## config.mk

```make
export PLATFORM = sky130hd
export DESIGN_NAME = rr_arb_enc4_flat
export DESIGN_NICKNAME = d
export VERILOG_FILES = /design/src/rtl/rr_arb_enc4_if.sv /design/src/rtl/rr_arb_enc4.sv /design/src/flat_wrapper.sv
export SDC_FILE = /design/constraint.sdc
export NUM_CORES = 1
export LEC_CHECK = 0
export ABC_CLOCK_PERIOD_IN_PS = 2750
export BUFFER_PORTS_ARGS = -buffer_cell sky130_fd_sc_hd__buf_2
export CAP_MARGIN = 20
export CORE_UTILIZATION = 45
export DETAILED_ROUTE_END_ITERATION = 6
export SKIP_LAST_GASP = 1
export SYNTH_ARGS = -nofsm -noshare
export SYNTH_HDL_FRONTEND = slang
export SYNTH_SLANG_ARGS = --single-unit
```

## constraint.sdc

```tcl
create_clock -name clk -period 2.75 [get_ports clk]
set_input_delay 0.55 -clock clk [delete_from_list [all_inputs] [get_ports clk]]
set_output_delay 0.55 -clock clk [all_outputs]
set_load 0.01 [all_outputs]
```

## src/rtl/rr_arb_enc4_if.sv

```systemverilog
// Request/grant bundle between the four requesters and the round-robin arbiter.
// Handshake: req[i] is a level request held high while agent i needs the resource; gnt/gnt_idx/gnt_valid are registered and describe the current owner, with no combinational path from req.
interface rr_arb_enc4_if;
  logic [3:0] req;
  logic [3:0] gnt;
  logic [1:0] gnt_idx;
  logic       gnt_valid;

  modport master (output req, input gnt, input gnt_idx, input gnt_valid);
  modport slave  (input req, output gnt, output gnt_idx, output gnt_valid);
endinterface

```

## src/rtl/rr_arb_enc4.sv

```systemverilog
// Four-requester round-robin arbiter with one-hot and encoded grant, plus a
// hold limit that forces rotation when an owner keeps the grant too long.
module rr_arb_enc4 #(
  parameter int HOLD_MAX = 8
) (
  input  logic          clk,
  input  logic          rst,
  rr_arb_enc4_if.slave  bus,
  output logic          dbg_fsm_o
);

  typedef enum logic {IDLE, GRANT} state_t;

  localparam logic [7:0] HOLD_LIM = 8'(HOLD_MAX);

  state_t     state_q, state_d;
  logic [1:0] owner_q, owner_d;
  logic [1:0] ptr_q, ptr_d;
  logic [7:0] cnt_q, cnt_d;
  logic [3:0] others;
  logic [1:0] ptr_next;

  // First set bit of v scanning p, p+1, p+2, p+3 (mod 4); caller ensures v != 0.
  function automatic logic [1:0] pick(input logic [3:0] v, input logic [1:0] p);
    logic [1:0] idx;
    pick = 2'd0;
    for (int i = 3; i >= 0; i--) begin
      idx = p + 2'(i);
      if (v[idx]) pick = idx;
    end
  endfunction

  always_ff @(posedge clk or posedge rst) begin
    if (rst) begin
      state_q <= IDLE;
      owner_q <= 2'd0;
      ptr_q   <= 2'd0;
      cnt_q   <= 8'd0;
    end else begin
      state_q <= state_d;
      owner_q <= owner_d;
      ptr_q   <= ptr_d;
      cnt_q   <= cnt_d;
    end
  end

  always_comb begin
    state_d  = state_q;
    owner_d  = owner_q;
    ptr_d    = ptr_q;
    cnt_d    = cnt_q;
    others   = bus.req & ~(4'b0001 << owner_q);
    ptr_next = owner_q + 2'd1;
    case (state_q)
      IDLE: begin
        if (|bus.req) begin
          owner_d = pick(bus.req, ptr_q);
          cnt_d   = 8'd1;
          state_d = GRANT;
        end
      end
      GRANT: begin
        // Release and forced rotation share one path: hand off from owner+1.
        if (!bus.req[owner_q] || (cnt_q == HOLD_LIM && |others)) begin
          ptr_d = ptr_next;
          if (|others) begin
            owner_d = pick(others, ptr_next);
            cnt_d   = 8'd1;
          end else begin
            cnt_d   = 8'd0;
            state_d = IDLE;
          end
        end else if (cnt_q < HOLD_LIM) begin
          cnt_d = cnt_q + 8'd1;
        end
      end
      default: state_d = IDLE;
    endcase
  end

  assign bus.gnt       = (state_q == GRANT) ? (4'b0001 << owner_q) : 4'b0000;
  assign bus.gnt_idx   = (state_q == GRANT) ? owner_q : 2'b00;
  assign bus.gnt_valid = (state_q == GRANT);
  assign dbg_fsm_o     = (state_q == GRANT);

endmodule

```

## src/flat_wrapper.sv

```systemverilog
// flat-port wrapper written by rule: the top's interface ports become plain ports
module rr_arb_enc4_flat 
#(
  parameter int HOLD_MAX = 8
)
  (clk, rst, dbg_fsm_o, bus_req, bus_gnt, bus_gnt_idx, bus_gnt_valid);
  rr_arb_enc4_if bus_i ();
  input  logic clk;
  input  logic rst;
  output logic dbg_fsm_o;
  input wire logic [$bits(bus_i.req)-1:0] bus_req;
  output wire logic [$bits(bus_i.gnt)-1:0] bus_gnt;
  output wire logic [$bits(bus_i.gnt_idx)-1:0] bus_gnt_idx;
  output wire logic [$bits(bus_i.gnt_valid)-1:0] bus_gnt_valid;
  assign bus_i.req = bus_req;
  assign bus_gnt = bus_i.gnt;
  assign bus_gnt_idx = bus_i.gnt_idx;
  assign bus_gnt_valid = bus_i.gnt_valid;
  rr_arb_enc4 #(.HOLD_MAX(HOLD_MAX)) u_core (.clk(clk), .rst(rst), .bus(bus_i), .dbg_fsm_o(dbg_fsm_o));
endmodule
```

# After elaboration in Yosys (flattened, before gate mapping)
# Cells that the tools add are included.
dict set report totals {
  ff_bits 13
  inputBits 6
  wordCells 80
}
dict set report classes {
  addsub 8
  n_lt_le_gt_ge 10
  n_eq_ne 5
  shift 1
  n_mux 41
  bitwise 3
  reduce_logical 8
}
# cell n
set ops {}
lappend ops {{$lt A2 B3 Y1 const B} 9}
lappend ops {{$mux W2} 12}
lappend ops {{$mux W8} 3}
lappend ops {{$bmux W1 S2} 9}
lappend ops {{$pmux W8 S2} 1}
lappend ops {{$mux W1} 13}
lappend ops {{$add A2 B2 Y2 const B} 4}
lappend ops {{$add A8 B1 Y8 const B} 1}
lappend ops {{$eq A8 B4 Y1 const B} 1}
lappend ops {{$lt A8 B4 Y1 const B} 1}
lappend ops {{$reduce_or A4 Y1} 2}
lappend ops {{$add A2 B1 Y2 const B} 3}
lappend ops {{$and A4 B4 Y4} 1}
lappend ops {{$mux W4} 1}
lappend ops {{$ne A2 B2 Y1 const B} 2}
lappend ops {{$not A4 Y4} 1}
lappend ops {{$pmux W2 S2} 1}
lappend ops {{$reduce_and A2 Y1} 2}
lappend ops {{$shl A1 B2 Y4 const A} 1}
lappend ops {{$ne A3 B3 Y1 const B} 1}
lappend ops {{$reduce_and A3 Y1} 1}
lappend ops {{$ne A2 B1 Y1 const B} 1}
lappend ops {{$pmux W1 S2} 1}
lappend ops {{$logic_and A1 B1 Y1} 1}
lappend ops {{other kinds (3)} 3}

# Depth between registers and ports, before layout
# Gate-level depths: netlist of run 1.
dict set report logic_depth {
  depth_word 12
  depth_mapped 8
}

# Worst setup path after synthesis of run 1
# Ideal clock, no wire load.
dict set report synth_timing {
  path_kind {flip-flop to flip-flop}
  startpoint {register u_core.owner_q[0]}
  endpoint {register u_core.owner_q[0]}
  setup_ns 0.125
  arrival_ns 2.084
  path_slack_ns 0.541
  path_stages_with_launch 9
  path_buffers 0
  cell_sequence {dfrtp_1 -> inv_1 -> ha_1 -> nor2b_1 -> nor4_1 -> o311a_4 -> nor2_8 -> o211ai_2 -> mux2_4}
}
# item line_no
set synth_lines {}
lappend synth_lines {{start, declared} rr_arb_enc4.sv:17} ;# logic [1:0] owner_q, owner_d;
lappend synth_lines {{start signal, assigned} rr_arb_enc4.sv:41} ;# owner_q <= owner_d;
lappend synth_lines {{$add A2 B1 Y2 (*)} rr_arb_enc4.sv:53} ;# ptr_next = owner_q + 2'd1;
lappend synth_lines {{named net u_core.ptr_next[0]} rr_arb_enc4.sv:21} ;# logic [1:0] ptr_next;
lappend synth_lines {{$add A2 B2 Y2} rr_arb_enc4.sv:28} ;# idx = p + 2'(i);
lappend synth_lines {{$bmux W1 S2} rr_arb_enc4.sv:29} ;# if (v[idx]) pick = idx;
lappend synth_lines {{$mux W1 (implied by the code)} rr_arb_enc4.sv:29}
lappend synth_lines {{$mux W2 (3 in series)} rr_arb_enc4.sv:29}
lappend synth_lines {{$mux W2 (*)} rr_arb_enc4.sv:29}
lappend synth_lines {{$mux W2 (*)} rr_arb_enc4.sv:66} ;# if (|others) begin
lappend synth_lines {{$mux W2 (*)} rr_arb_enc4.sv:64} ;# if (!bus.req[owner_q] || (cnt_q == HOLD_LIM && |others)) begin
lappend synth_lines {{$pmux W2 S2 (*)} rr_arb_enc4.sv:54} ;# case (state_q)
# The timed path passes the listed nets; every way through them passes the cells marked *. The select of a mux whose other input is x is not followed.
# A chain may end at the register's enable or synchronous reset.

# Worst setup path after layout of run 1
dict set report layout_timing {
  startpoint {register u_core.owner_q[0]}
  endpoint {register u_core.owner_q[1]}
}
# The elaborated chain is that of the path after synthesis.

==> impl_metrics.yaml, run 1 <==
status:
  status: "completed"
clocking:
  postCtsSetupBuffers: 0
  worstSkewPairLatency_ns: 0.27
  cts_buffer_depth: 2
  path_clk_slew_ns: 0.08
  cts_tree: "done"
  cts.sinks: 13
  cts_resized: 0
  cts_buffers: 3
  htreeDepth: 1
  cts_root_buffer: "clkbuf_4"
  holdBufCountCts: 0
logic_synthesis:
  yosysWarningCount: 0
  synth_compound_area_share_pct: 23.58
  yosys.area_share.simple_pct: 26.13
  muxShareOfSynthArea_pct: 6.504
  postSynthAreaPerCell_um2: 8.287
  syn_inst: 130
  synthXorXnorAreaFrac_pct: 0
  syn_nets: 142
  yosysSeqAreaShare_pct: 30.20
  syn-cell-area_um2: 1077
  ys_types: 39
  synth_top_family_by_area: "simple AND/OR/NAND/NOR gates"
  yosys.area_share.adder_pct: 6.969
  synth_seq_cells: 13
timing:
  slew_violations: 0
  worst_slack_ns: 0.4102
  worst_pin_slew_ns: 0.5431
  hold_violations: 0
  fin_crit_ns: 2.340
  tns_ns: 0
  period_share_pct: 85.09
  clock.fmax_ghz: 0.4274
  rsz0062_at_grt: "no"
  relSlewSlack_pct: 63.46
  fin_skew_ns: 0.001181
  finalSetupViolations: 0
drt:
  drt_iter0_markers: 20
  drcViolationCount: 0
  m1WireLength_um: 1063
  routed-wl-met3_um: 50
  routed_wl_um: 2263
  drtPass1Iterations: 4
  dr.max_layer_used: "met4"
  postRouteAntennaNets: 0
  viasPerCell: 5.541
  dr_wl_met2_um: 1109
  wire_per_inst_um: 13.31
  num_vias: 942
hold_path:
  hold_class: "in2async"
flow_run:
  maxCapViolations: 0
power_and_ir_drop:
  switchingPower_uw: 560.0
  intPower_uw: 664.4
  switching_share_pct: 45.74
  vdd_drop_max_uv: 560.7
  power.total_uw: 1224
  pwr-share-clk_pct: 9.6
  p_comb_share_pct: 63.8
  p_per_area_nw_per_um2: 1030
  p_leak_uw: 0.0005559
  seqPwrFrac_pct: 26.6
critical_path:
  worstPathMaxFanout: 7
  startpoint_type: "flip-flop"
  worst-setup-path-type: "reg2reg"
  crit_arrival_ns: 2.50
  end_kind: "flip-flop"
  crit_required_ns: 2.91
layout:
  stdcell_count: 170
  multiInputGateArea_um2: 680.7
  final_net_count: 155
  diodes: 0
  final_core_util_pct: 53.22
  register_area_um2: 325.3
  area_delta_synth_final_pct: 10.34
  fill_cells: 211
  layout-drive-gt1-share_pct: 18.31
placed_design:
  hpwl_um: 1721
  routabilityCongestion: 0.8607
  place_inst: 166
  dp_slack_ns: 0.4246
  port_buffers: 13
global_route:
  grt_usage_pct: 19.70
  first_global_vias: 860
  grt_max_degree: 18
  overflow: 0
  antenna_found_initial: 0
  grt_pass1_wl_um: 3836
die:
  coreArea_um2: 2233
  initial_utilization_pct: 48.24
  dieArea_um2: 2594
  die_h_um: 50.93
  io_pins: 14
  rows: 17
  die_w_um: 50.93
## registers in the layout (all words and copies together), names as in the netlist
register	flops
u_core.bus.gnt_valid	1
u_core.ptr_q	2
u_core.cnt_q	8
u_core.owner_q	2
## cell type report
class	instances	area share [%]
Sequential cell	13	27.37
Inverter	9	2.842
Clock buffer	4	2.211
Tap cell	28	2.947
Multi-Input combinational cell	100	57.26
Timing Repair Buffer	16	7.368
## path summary, 6_finish.rpt
path | from | to | slack, ns | cells past startpoint
max | u_core.owner_q[0] | u_core.owner_q[1] | 0.41 | 8
min | rst | u_core.cnt_q[0] | 0.29 | 2
min in group clk | u_core.cnt_q[4] | u_core.cnt_q[4] | 0.50 | 1
min reg2reg | u_core.cnt_q[4] | u_core.cnt_q[4] | 0.50 | 1
max reg2reg | u_core.owner_q[0] | u_core.owner_q[1] | 0.41 | 8
max in group asynchronous | rst | u_core.cnt_q[4] | 2.13 | 2
## synth_stat cells, drive strengths merged
library cell,count,area share [%]
a21o,1,0.70
o31ai,3,2.1
o41ai,1,0.81
o21ai,6,2.8
mux4,1,2.1
nand2,13,4.5
o221a,1,1.0
a22o,1,0.81
o2111ai,1,0.81
nor2b,9,5.2
clkbuf,4,1.4
ha,6,7.0
o2bb2ai,1,0.81
a211oi,1,0.70
a21oi,13,6.0
and2,7,4.1
a32o,1,0.93
nor4,2,1.2
mux2,3,3.5
nor2,12,5.7
dfrtp,13,30
o311a,1,2.0
o211ai,2,1.9
a21boi,1,0.70
nand3,2,0.93
or3,2,1.2
mux2i,1,0.93
or4,1,0.70
a22oi,1,0.70
buf,4,2.1
inv,9,3.1
nand2b,3,1.7
o311ai,1,0.81
nor3,2,0.93
## critical path: stages, from the launching register on
cell	delay (ns)
dfrtp_1	0.40
inv_1	0.18
ha_1	0.23
nor2b_1	0.11
nor4_1	0.49
o311a_4	0.35
nor2_8	0.06
nand2_1	0.08
mux2_1	0.32
## power groups by stage
stage               clock [uW]  sequential (uW)  combinational (uW)
finish                     117              326                 782
floorplan                    0              303                 609
CTS                        122              325                 785
global placement             0              326                 771
detailed placement           0              328                 782
global route               128              338                 877
## per-layer routing
layer	GRT usage, %	up-vias
met3	0.8929	5
met5	0	-
li1	-	482
met4	8.333	0
met2	34.65	21
met1	24.86	434
## layout by cell type (no fill, tap or decap), drive strengths merged, types with 4 or more instances in the layout
cell	n
buf	16
nand2	13
a21oi	13
dfrtp	13
nor2	12
nor2b	9
inv	9
and2	7
o21ai	6
ha	6
clkbuf	4
## through the flow
| step | hold WS (ns) | instance area, um^2 |
|---|---|---|
| floorplan | 0.4270 | 1077 |
| global placement | 0.4875 | 1162 |
| detailed placement | 0.4838 | 1162 |
| CTS | 0.2947 | 1189 |
| global route | 0.3237 | 1189 |
| finish | 0.2868 | 1189 |
## kinds of logic after synthesis
family | after synthesis
fa+ha+maj | 6
simple gates | 53
mux | 5
flops | 13
buf+inv | 17
compound gates | 36
(Power assumes the default switching activity.)
==> run 2: changes to the inputs <==
--- a/config.mk
+++ b/config.mk
@@ -5,11 +5,12 @@
 export SDC_FILE = /design/constraint.sdc
 export NUM_CORES = 1
 export LEC_CHECK = 0
-export ABC_CLOCK_PERIOD_IN_PS = 2750
+export ABC_CLOCK_PERIOD_IN_PS = 2100
 export BUFFER_PORTS_ARGS = -buffer_cell sky130_fd_sc_hd__buf_2
 export CAP_MARGIN = 20
 export CORE_UTILIZATION = 45
 export DETAILED_ROUTE_END_ITERATION = 6
+export PLACE_DENSITY = 0.67
 export SKIP_LAST_GASP = 1
 export SYNTH_ARGS = -nofsm -noshare
 export SYNTH_HDL_FRONTEND = slang
==> constraint.sdc (replaced) <==
create_clock -name clk -period 2.1 [get_ports clk]
set_input_delay 0.42 -clock clk [delete_from_list [all_inputs] [get_ports clk]]
set_output_delay 0.42 -clock clk [all_outputs]
set_load 0.01 [all_outputs]
==> run 2 against run 1 <==
  * Final area up 7.5%
  * Global-route usage up 2.0 points
  * Clock power up 33%
  * Final cell count up 5.3%
  * Sequential share of layout area down 1.7 points
  * Critical path type unchanged
  * Register-to-register slack worse by 0.32 ns
  * Combinational power up 46%
  * Highest routed layer unchanged
==> impl_metrics.yaml, run 2 (same netlist as run 1, synthesis figures left out) <==
critical_path:
  startpoint_type: "flip-flop"
  crit_required_ns: 2.26
  worstPathMaxFanout: 6
  critPathSlowestCell: "dfrtp_2"
  end_kind: "flip-flop"
  r2r-start: "u_core.owner_q[0]"
  path_depth: 8
  reg2reg_setup_slack_ns: 0.09
  crit_start: "u_core.owner_q[0]"
  worst-setup-path-type: "reg2reg"
  cp_top_family: "simple AND/OR/NAND/NOR gates"
  path_cells: "inv_1, ha_1, nor2b_2, nor4_2, o311a_4, nor2_8, nand2_1, mux2_1"
  crit_arrival_ns: 2.16
  r2r_end: "u_core.owner_q[1]"
  ff2ff_path_depth: 8
  cp-endpoint: "u_core.owner_q[1]"
  worstPathBufferInverterCount: 1
  cp_slowest_stage_delay_ns: 0.43
die:
  initial_utilization_pct: 48.24
  rows: 17
  dieArea_um2: 2594
  die_w_um: 50.93
  coreArea_um2: 2233
  io_pins: 14
  die_h_um: 50.93
timing:
  holdWs_ns: 0.1428
  relSlewSlack_pct: 66.85
  rsz0062_at_grt: "no"
  hold_violations: 0
  fin_crit_ns: 2.006
  finalSetupViolations: 0
  clock.fmax_ghz: 0.4984
  worst_pin_slew_ns: 0.4967
  fin_skew_ns: 0.009982
  slew_violations: 0
  period_share_pct: 95.54
drt:
  num_vias: 1022
  viasPerCell: 5.709
  drt_iter0_markers: 21
  drtPass1Iterations: 4
  routed_wl_um: 2482
  postRouteAntennaNets: 0
  drcViolationCount: 0
  wire_per_inst_um: 13.87
layout:
  top_register: "u_core.cnt_q"
  final_net_count: 164
  largest_reg_flops: 8
  top_regs: "u_core.cnt_q (8), u_core.owner_q (2), u_core.ptr_q (2)"
  final_cell_mix: "13 x nand2_1, 13 x a21oi_1, 13 x buf_2, 12 x buf_4"
  area_delta_synth_final_pct: 18.58
  layout-drive-gt1-share_pct: 27.15
  fill_cells: 216
  stdcell_count: 179
  diodes: 0
clocking:
  holdBufCountCts: 0
  path_clk_slew_ns: 0.08
  cts_root_buffer: "clkbuf_4"
  htreeDepth: 1
  cts_tree: "done"
  cts_buffer_depth: 2
  cts_buffers: 3
  cts.sinks: 13
  worstSkewPairLatency_ns: 0.28
status:
  status: "completed"
flow_run:
  maxCapViolations: 0
global_route:
  grt_usage_pct: 21.73
  grt_max_degree: 17
  antenna_found_initial: 0
  grt_pass1_wl_um: 4250
  overflow: 0
  first_global_vias: 954
placed_design:
  hpwl_um: 1912
  routabilityCongestion: 0.9043
  port_buffers: 13
  place_inst: 175
hold_path:
  hold_class: "in2async"
power_and_ir_drop:
  vdd_drop_max_uv: 700.9
  p_per_area_nw_per_um2: 1341
  p_leak_uw: 0.0006037
## run 2: how the worst min path moves through the flow
stage	to	slack [ns]	cells past startpoint
CTS	u_core.cnt_q[2]	0.16	2
global route	u_core.ptr_q[1]	0.22	2
detailed placement	u_core.ptr_q[0]	0.47	2
global placement	u_core.ptr_q[0]	0.46	2
floorplan	u_core.bus.gnt_valid	0.30	1
finish	u_core.ptr_q[0]	0.14	2
## run 2: what timing repair did
item | in CTS | in global routing
resized for setup | 1 | 2
pin swaps | 0 | 1
setup endpoints to repair | 2 | 4
setup buffers | 0 | 0
hold endpoints to repair | 0 | 0
## run 2: per-stage QoR
step	setup slack, ns	TNS (ns)	power [uW]	util, %	cell area (um^2)
floorplan	0.02691	0	1211	-	1090
global placement	-0.02972	-0.03173	1517	55.63	1242
detailed placement	-0.06692	-0.1226	1540	55.63	1242
CTS	0.007326	0	1706	56.92	1271
global route	0.0004354	0	1857	57.20	1277
finish	0.09357	0	1713	57.20	1277
## run 2: report_power, final
| group | switching [uW] | internal, uW | leakage, uW |
|---|---|---|---|
| clock | 82.5 | 73.7 | 0.0000150 |
| combinational | 594 | 545 | 0.000426 |
| sequential | 89.3 | 329 | 0.000162 |
| total | 765 | 947 | 0.000604 |
## run 2: worst register-to-register path, delay by kind of cell, from the launching register on
kind | cells | cell delay (ns)
buf+inv | 1 | 0.14
mux | 1 | 0.31
simple gates | 4 | 0.50
fa+ha+maj | 1 | 0.23
flops | 1 | 0.43
compound gates | 1 | 0.28
## run 2: cell type report
class / count / area, um^2 / share of cell area, %
multi-input combinational: 100 / 699.4 / 54.75
sequential: 13 / 327.8 / 25.66
timing repair buffer: 25 / 155.1 / 12.14
tap: 28 / 35.03 / 2.742
inverter: 9 / 33.78 / 2.644
clock buffer: 4 / 26.28 / 2.057
## run 2: layer usage
| metal | track usage (%) | up-vias | wire length, um |
|---|---|---|---|
| met5 | 0 | - | 0 |
| met2 | 38.38 | 24 | 1241 |
| met4 | 9.722 | 0 | 44 |
| li1 | - | 503 | - |
| met1 | 27.14 | 490 | 1123 |
| met3 | 0.8929 | 5 | 73 |
==> run 3: changes to the inputs <==
==> constraint.sdc (replaced) <==
create_clock -name clk -period 2.1 [get_ports clk]
set_input_delay 0.105 -clock clk [delete_from_list [all_inputs] [get_ports clk]]
set_output_delay 0.105 -clock clk [all_outputs]
set_load 0.01 [all_outputs]
==> run 3 against run 2 <==
  * Largest cell class unchanged
  * Fmax rose by 0.81%
  * Utilization fell by 0.11 points
  * Largest power group unchanged
  * Clock skew fell by 0.0090 ns
  * Critical endpoint is now u_core.owner_q[0]
  * Highest routed layer unchanged
==> impl_metrics.yaml, run 3 (same netlist as run 1, synthesis figures left out) <==
die:
  dieArea_um2: 2594
  die_h_um: 50.93
  rows: 17
  io_pins: 14
  initial_utilization_pct: 48.24
  die_w_um: 50.93
  coreArea_um2: 2233
global_route:
  first_global_vias: 932
  overflow: 0
  grt_usage_pct: 20.33
  grt_pass1_wl_um: 4077
  grt_max_degree: 17
  antenna_found_initial: 0
critical_path:
  crit_required_ns: 2.26
  worstPathMaxFanout: 6
  crit_arrival_ns: 2.15
  startpoint_type: "flip-flop"
  worst-setup-path-type: "reg2reg"
  end_kind: "flip-flop"
clocking:
  path_clk_slew_ns: 0.07
  cts_root_buffer: "clkbuf_4"
  cts_tree: "done"
  cts.sinks: 13
  cts_buffers: 3
  cts_buffer_depth: 2
  htreeDepth: 1
  worstSkewPairLatency_ns: 0.27
  postCtsSetupBuffers: 0
drt:
  viasPerCell: 5.635
  drtPass1Iterations: 4
  drcViolationCount: 0
  wire_per_inst_um: 12.89
  routed_wl_um: 2294
  num_vias: 1003
  postRouteAntennaNets: 0
  drt_iter0_markers: 24
placed_design:
  place_inst: 173
  hpwl_um: 1742
  routabilityCongestion: 0.8843
  port_buffers: 13
timing:
  tns_ns: 0
  slew_violations: 0
  period_share_pct: 94.78
  hold_violations: 0
  relSlewSlack_pct: 67.68
  holdWs_ns: 0.3415
  worst_pin_slew_ns: 0.4842
  fin_crit_ns: 1.990
  finalSetupViolations: 0
  fin_skew_ns: 0.001024
  clock.fmax_ghz: 0.5024
  rsz0062_at_grt: "no"
layout:
  diodes: 0
  final_cell_mix: "13 x nand2_1, 13 x a21oi_1, 13 x buf_2, 11 x nor2_1, 11 x dfrtp_1"
  final_net_count: 163
  top_regs: "u_core.cnt_q (8), u_core.owner_q (2), u_core.ptr_q (2)"
  final_core_util_pct: 57.09
  top_register: "u_core.cnt_q"
  area_delta_synth_final_pct: 18.35
  stdcell_count: 178
  largest_reg_flops: 8
  layout-drive-gt1-share_pct: 26.67
status:
  status: "completed"
power_and_ir_drop:
  power.total_uw: 1690
  p_per_area_nw_per_um2: 1326
  vdd_drop_max_uv: 844.4
  p_leak_uw: 0.0005974
hold_path:
  hold_class: "in2reg"
flow_run:
  maxCapViolations: 0
[run 3: changes by cell type in the layout (fill, tap and decap cells not counted)]
cell | before | now
buf_4 | 12 | 10
dlygate4sd3_1 | 0 | 1
ha_1 | 6 | 5
ha_2 | 0 | 1
o311ai_0 | 1 | 0
o311ai_1 | 0 | 1
[run 3: worst paths after layout]
check                           startpoint  depth (start not counted)  slack, ns                 to
hold reg to reg            u_core.cnt_q[4]                          1       0.50    u_core.cnt_q[4]
max in group asynchronous              rst                          3       1.36  u_core.owner_q[0]
hold / removal                  bus_req[3]                          5       0.34    u_core.cnt_q[3]
setup reg to reg           u_core.cnt_q[4]                          5       0.11  u_core.owner_q[0]
setup / recovery           u_core.cnt_q[4]                          5       0.11  u_core.owner_q[0]
min in group asynchronous              rst                          3       0.39    u_core.ptr_q[0]
[run 3: what timing repair did]
action,in CTS,in global routing
endpoints found under the setup margin,2,4
hold buffers,1,0
resized for setup,1,4
hold endpoints to repair,13,0
pin swaps,0,1
[run 3: metrics by stage]
| step | area, um^2 | worst slack, ns |
|---|---|---|
| floorplan | 1090 | 0.02691 |
| global placement | 1227 | -0.02407 |
| detailed placement | 1227 | -0.02287 |
| CTS | 1266 | 0.003485 |
| global route | 1275 | 0.009951 |
| finish | 1275 | 0.1097 |
[run 3: worst max-delay path, stage by stage (launching register included)]
cell and delay [ns]:
dfrtp_1 0.38, or4_1 0.58, o311a_4 0.43, nor2_8 0.10, o211ai_2 0.09, mux2_4 0.30
[run 3: where the power goes]
group | internal [uW] | switching [uW]
clock network | 73.5 | 76.9
registers | 329 | 91.0
logic | 545 | 574
[run 3: routing by layer]
| metal | global-route usage (%) | part of all wire [%] |
|---|---|---|
| met5 | 0 | 0 |
| met4 | 6.944 | 0.83 |
| met3 | 1.190 | 3.0 |
| met2 | 34.87 | 51 |
| met1 | 26.90 | 45 |
[run 3: final cells by class]
cell class                      instances  area, um^2
Fill cell                             206       958.4
Multi-Input combinational cell        100       701.9
Clock buffer                            4       26.28
Sequential cell                        13       327.8
Tap cell                               28       35.03
Timing Repair Buffer                   24       150.1
Inverter                                9       33.78
